===== src/rtl/sdbp_reader.sv =====
// -----------------------------------------------------------------------------
// sdbp_reader
//
// Streams one frame of 16-bit LED brightness words from a synchronous frame
// RAM to a serial LED driver chain. A rising edge on sdbpflag starts a frame.
// The frame begins with a fixed start delay. Each word is then fetched,
// loaded and shifted out MSB first on sdo/sclk. After the last word, le is
// pulsed and frame_done is raised for one cycle.
//
// Ports
//   clk           system clock, all logic on the rising edge
//   rst_n         asynchronous active-low reset
//   sdbpflag      frame-start flag from the RAM writer (rising edge only)
//   rdaddr[9:0]   frame RAM read address (registered)
//   rddata[15:0]  frame RAM read data, valid one clk after rdaddr changes
//   sdo           serial data, changes only while sclk is low
//   sclk          serial clock, the driver samples sdo on its rising edge
//   le            latch enable, high for LAT_W cycles after the last bit
//   busy          high while a frame is in progress
//   frame_done    one-cycle pulse when a frame completes
//   frame_overrun one-cycle pulse when a start edge arrives while not idle
// -----------------------------------------------------------------------------
module sdbp_reader #(
    parameter int N_LED     = 360,  // words per frame, 1..1024
    parameter int CLK_DIV   = 2,    // clk cycles per sclk half-period, >= 1
    parameter int START_DLY = 400,  // clk cycles from start edge to first fetch
    parameter int LAT_W     = 4     // clk cycles le is held high
) (
    input  logic        clk,
    input  logic        rst_n,
    input  logic        sdbpflag,
    output logic [9:0]  rdaddr,
    input  logic [15:0] rddata,
    output logic        sdo,
    output logic        sclk,
    output logic        le,
    output logic        busy,
    output logic        frame_done,
    output logic        frame_overrun
);

    typedef enum logic [2:0] {
        S_IDLE,
        S_START_WAIT,
        S_FETCH,
        S_WAIT,
        S_LOAD,
        S_SHIFT,
        S_LATCH,
        S_DONE
    } state_t;

    // One shared down-the-line counter serves the start delay, the sclk
    // half-period and the latch width, since those phases never overlap.
    localparam int CNT_MAX = (START_DLY > CLK_DIV)
                           ? ((START_DLY > LAT_W) ? START_DLY : LAT_W)
                           : ((CLK_DIV   > LAT_W) ? CLK_DIV   : LAT_W);
    localparam int CNT_W   = $clog2(CNT_MAX + 1);

    localparam logic [CNT_W-1:0] START_LAST = CNT_W'(START_DLY - 1);
    localparam logic [CNT_W-1:0] DIV_LAST   = CNT_W'(CLK_DIV - 1);
    localparam logic [CNT_W-1:0] LAT_LAST   = CNT_W'(LAT_W - 1);
    localparam logic [9:0]       LAST_WORD  = 10'(N_LED - 1);

    state_t           state;
    logic             flag_q;
    logic [9:0]       word_idx;
    logic [CNT_W-1:0] cnt;
    logic [3:0]       bit_cnt;
    logic [15:0]      shreg;
    logic             start_edge;

    // The copy resets to 1 so that a flag already high when reset is
    // released is not mistaken for a new frame request.
    assign start_edge = sdbpflag & ~flag_q;

    // NOTE: every register here is updated with <= so all branches see the
    // values from before the clock edge; mixing in = would make the result
    // depend on statement order.
    always_ff @(posedge clk or negedge rst_n) begin
        if (!rst_n) begin
            state         <= S_IDLE;
            flag_q        <= 1'b1;
            word_idx      <= '0;
            cnt           <= '0;
            bit_cnt       <= '0;
            shreg         <= '0;
            rdaddr        <= '0;
            sdo           <= 1'b0;
            sclk          <= 1'b0;
            le            <= 1'b0;
            busy          <= 1'b0;
            frame_done    <= 1'b0;
            frame_overrun <= 1'b0;
        end else begin
            flag_q <= sdbpflag;

            // NOTE: the two pulse outputs default low every cycle and are
            // only raised by the branch that wants them, which keeps them
            // exactly one cycle wide.
            frame_done    <= 1'b0;
            frame_overrun <= 1'b0;

            if (start_edge && (state != S_IDLE)) begin
                frame_overrun <= 1'b1;
            end

            case (state)
                S_IDLE: begin
                    busy <= 1'b0;
                    sclk <= 1'b0;
                    le   <= 1'b0;
                    if (start_edge) begin
                        busy     <= 1'b1;
                        word_idx <= '0;
                        cnt      <= '0;
                        state    <= S_START_WAIT;
                    end
                end

                S_START_WAIT: begin
                    if (cnt == START_LAST) begin
                        cnt   <= '0;
                        state <= S_FETCH;
                    end else begin
                        cnt <= cnt + 1'b1;
                    end
                end

                S_FETCH: begin
                    rdaddr <= word_idx;
                    state  <= S_WAIT;
                end

                // The RAM registers the address during this cycle.
                S_WAIT: begin
                    state <= S_LOAD;
                end

                S_LOAD: begin
                    shreg   <= rddata;
                    sdo     <= rddata[15];
                    sclk    <= 1'b0;
                    cnt     <= '0;
                    bit_cnt <= '0;
                    state   <= S_SHIFT;
                end

                // sclk itself records which half of the bit period we are in.
                S_SHIFT: begin
                    if (cnt != DIV_LAST) begin
                        cnt <= cnt + 1'b1;
                    end else begin
                        cnt <= '0;
                        if (!sclk) begin
                            sclk <= 1'b1;
                        end else begin
                            sclk <= 1'b0;
                            if (bit_cnt == 4'd15) begin
                                if (word_idx < LAST_WORD) begin
                                    word_idx <= word_idx + 10'd1;
                                    state    <= S_FETCH;
                                end else begin
                                    le    <= 1'b1;
                                    sdo   <= 1'b0;
                                    state <= S_LATCH;
                                end
                            end else begin
                                // Advance on the falling transition so sdo is
                                // stable for the whole high phase.
                                shreg   <= {shreg[14:0], 1'b0};
                                sdo     <= shreg[14];
                                bit_cnt <= bit_cnt + 4'd1;
                            end
                        end
                    end
                end

                S_LATCH: begin
                    if (cnt == LAT_LAST) begin
                        cnt        <= '0;
                        le         <= 1'b0;
                        frame_done <= 1'b1;
                        state      <= S_DONE;
                    end else begin
                        cnt <= cnt + 1'b1;
                    end
                end

                S_DONE: begin
                    busy  <= 1'b0;
                    state <= S_IDLE;
                end

                default: begin
                    state <= S_IDLE;
                end
            endcase
        end
    end

endmodule


===== config.mk =====
export PLATFORM = sky130hd
export DESIGN_NAME = sdbp_reader
export DESIGN_NICKNAME = d
export VERILOG_FILES = /design/src/rtl/sdbp_reader.sv
export SDC_FILE = /design/constraint.sdc
export NUM_CORES = 1
export LEC_CHECK = 0
export ABC_AREA = 1
export CAP_MARGIN = 20
export CELL_PAD_IN_SITES_DETAIL_PLACEMENT = 1
export CELL_PAD_IN_SITES_GLOBAL_PLACEMENT = 1
export CORE_MARGIN = 2
export CORE_UTILIZATION = 41
export DETAILED_ROUTE_END_ITERATION = 10
export GPL_TIMING_DRIVEN = 0
export PLACE_DENSITY_LB_ADDON = 0.1
export REMOVE_ABC_BUFFERS = 1
export SYNTH_ARGS = -nofsm -noshare
export SYNTH_HDL_FRONTEND = slang
export SYNTH_SLANG_ARGS = --single-unit

===== constraint.sdc =====
create_clock -name clk -period 2.11 [get_ports clk]
set_input_delay 0.211 -clock clk [delete_from_list [all_inputs] [get_ports clk]]
set_output_delay 0.211 -clock clk [all_outputs]
set_load 0.02 [all_outputs]

==> results by group <==
Status
  – Status: finished, final reports clean

CTS
  – Clk root buf: clkbuf_8
  – CTS tree: done
  – Clock buffer count from CTS: 9
  – H-tree levels: 3
  – Worst-path clk slew: 70 ps
  – Clock Path Buffers: 2
  – Clock Latency Late Sink: 340 ps
  – Sink Count: 58

Global routing
  – Largest net degree at the start of global routing: 31
  – Antenna violations before repair: 0
  – First-pass GRT wire length: 13800 µm
  – Total gr overflow: 0
  – Number of global-route vias before repair: 2898
  – GRT Total Usage: 20.6%

Logic synthesis
  – Number of synthesized flops with an enable pin: 0
  – Post-Syn Area per Cell: 7.70 µm²
  – Yosys warnings: 0
  – Post-synthesis cell type count: 37
  – Post-synth top flop: dfrtp_1
  – Share of synthesized flip-flops with an asynchronous set or reset: 100%
  – Top cell type's share of synthesized area: 45.6%
  – Cells after synthesis: 406
  – Top cells by area, synth: dfrtp_1 46%, nand2_1 20%, nand3_1 4.2%
  – Dominant cell by count in the synthesized netlist: nand2_1
  – Post-synthesis sequential area ratio: 46.4%
  – Register bit count reported by yosys: 58
  – Yosys top cell by area: dfrtp_1
  – Post-Synthesis Cell Area: 3130 µm²
  – Post-synth top cells: 168 x nand2_1, 57 x dfrtp_1, 27 x inv_1, 27 x nor2_1, 26 x nand3_1

Worst setup path
  – Worst Setup SP: word_idx[0]
  – FF-to-FF path depth: 11
  – Startpoint Class: register
  – R2R Path End: word_idx[3]
  – FF-to-FF Start: word_idx[0]
  – Register-to-register path setup slack: 210 ps
  – Critical Path Sink Type: register
  – Critical path arrival: 2130 ps
  – Max FO, Critical Path: 10
  – Critical path required time: 2330 ps
  – Setup CP Type: reg -> reg

Placed design
  – Dpl ws: -1080 ps
  – Detailed Place HPWL: 5490 µm
  – Final GP Congestion: 0.820
  – Placed inst area: 3550 µm²
  – Port bufs: 34

Hold path
  – HP Class: in -> reg
  – Hold Crit Start: sdbpflag
  – Hold Path Stages: 1
  – Hold Path Sink: flag_q

Die
  – I/O pin cnt: 35
  – Die Ht: 91.3 µm
  – Die Wd: 91.3 µm
  – Core area: 7330 µm²
  – Die Area: 8340 µm²
  – # rows: 31
  – Initial Utilization: 42.7%

Timing
  – Final Critical Period: 1900 ps
  – Fin crit share: 90.2%
  – Final Hold Violating Endpoints: 0
  – Final setup vio count: 0
  – Fin Clk Skew: 8.84 ps
  – F_max: 525 MHz
  – Slack of the critical path: 207 ps
  – Slew margin rel.: 53.2%
  – Pins Over Slew Limit: 0
  – RSZ-0062 raised after global routing: no
  – Worst-Margin Slew: 702 ps
  – Hold_ws: 327 ps

Cells and area
  – Number of fill cells: 902
  – Final-stage net count: 476
  – Post-Layout Inst Area: 3870 µm²
  – Layout cells sized above 1: 11.3%
  – Area growth from synthesis to layout: 23.9%
  – # diodes: 0

Route
  – Initial DRC Count: 111
  – Residual DRC: 0
  – Vias per cell: 5.08
  – Final WL: 8070 µm
  – Vias: 2803
  – Pre-antenna DRT Iters: 4
  – Drt wl/cell: 14.6 µm
  – Antenna-violating nets left: 0

Power and ir drop
  – Worst VDD drop: 252 µV
  – Total power per unit cell area: 604 nW/µm²
  – Total power: 2340 µW
  – Leak: 0.00192 µW

Job
  – Max cap viols: 0
## where the power goes
part | switching (µW) | internal (µW) | total [µW] | leakage, µW
Sequential | 3.46 | 1120 | 1120 | 0.000761
Combinational | 36.3 | 39.6 | 75.9 | 0.00105
Clock | 479 | 662 | 1140 | 0.000105
## final cells by class
cell class                 count  area, µm²  area share [%]
inverter                      34        166            4.29
clock inverter                 7       93.8            2.42
timing repair buffer          39        388            10.0
sequential                    58       1450            37.5
multi-input combinational    306       1530            39.4
clock buffer                   9        124            3.20
tap                           99        124            3.20
## layer usage
metal | share of wire (%) | GRT usage (%) | up-vias
li1 | - | - | 1374
met1 | 44 | 26.0 | 1372
met2 | 51 | 34.9 | 44
met3 | 2.8 | 3.73 | 13
met4 | 1.7 | 8.21 | 0
met5 | 0 | 0 | -
## state kept, by name (all words and copies together) (netlist names)
register	cells
shreg	15
rdaddr	10
state	3
busy	1
frame_done	1
frame_overrun	1
sclk	1
cnt	9
bit_cnt	4
sdo	1
word_idx	10
le	1
flag_q	1
## cells by family after synthesis
group,Yosys count,share of synthesized area (%)
and+or+nand+nor,244,33.2
DFF,58,46.4
AOI/OAI and AO/OA,43,7.76
buffers and inverters,43,6.16
adders and majority gates,9,3.60
xor gates and xnor gates,5,1.40
muxes,4,1.44
## timing repair
item | 4_1_cts | 5_1_grt
gates resized for setup | 9 | 5
endpoints found under the hold margin | 27 | 0
hold buffers | 1 | 0
gates cloned | 0 | 1
setup endpoints to repair | 44 | 32
buffers inserted | 0 | 3
## how the worst max path moves through the flow
| stage | endpoint | slack [ps] |
|---|---|---|
| 6_report | word_idx[3] | 210 |
| 5_1_grt | word_idx[8] | 40 |
| 4_1_cts | shreg[0] | 3 |
| 3_5_place_dp | shreg[0] | -1080 |
| 3_3_place_gp | shreg[4] | -1160 |
| 2_1_floorplan | word_idx[6] | -100 |
## worst max-delay path, cell delays in order, from the launching register on
cell	delay, ps
dfrtp_1	440
ha_1	250
nand2_1	110
inv_1	70
nand3_1	110
nor2_1	60
nor2_1	140
nand2_1	150
nand2_4	170
nand2_4	120
nand2_1	90
nand2_1	60
## metrics by stage
| stage | TNS (ps) | utilization, % | std cells |
|---|---|---|---|
| final | 0 | 52.9 | 552 |
| after global routing | 0 | 52.9 | 552 |
| after CTS | 0 | 52.0 | 548 |
| after detailed placement | -42270 | 48.5 | 531 |
| after global placement | -105070 | 48.3 | 530 |
| after floorplan | -2560 | - | 397 |
## cell usage in the layout, fill, tap and decap left out, types with 3 or more instances in the layout
| cell type | instances |
|---|---|
| clkdlybuf4s50_1 | 33 |
| clkbuf_8 | 9 |
| ha_1 | 8 |
| nand4_1 | 4 |
| nand2_1 | 165 |
| nand2_4 | 3 |
| nor3_1 | 3 |
| o21ai_0 | 25 |
| nor2_1 | 27 |
| xor2_1 | 4 |
| nand2_2 | 7 |
| dfrtp_1 | 57 |
| inv_2 | 3 |
| inv_1 | 27 |
| buf_4 | 3 |
| mux2_2 | 4 |
| nand3_1 | 26 |
| a21oi_1 | 8 |
Power figures use the tool's default switching activity.
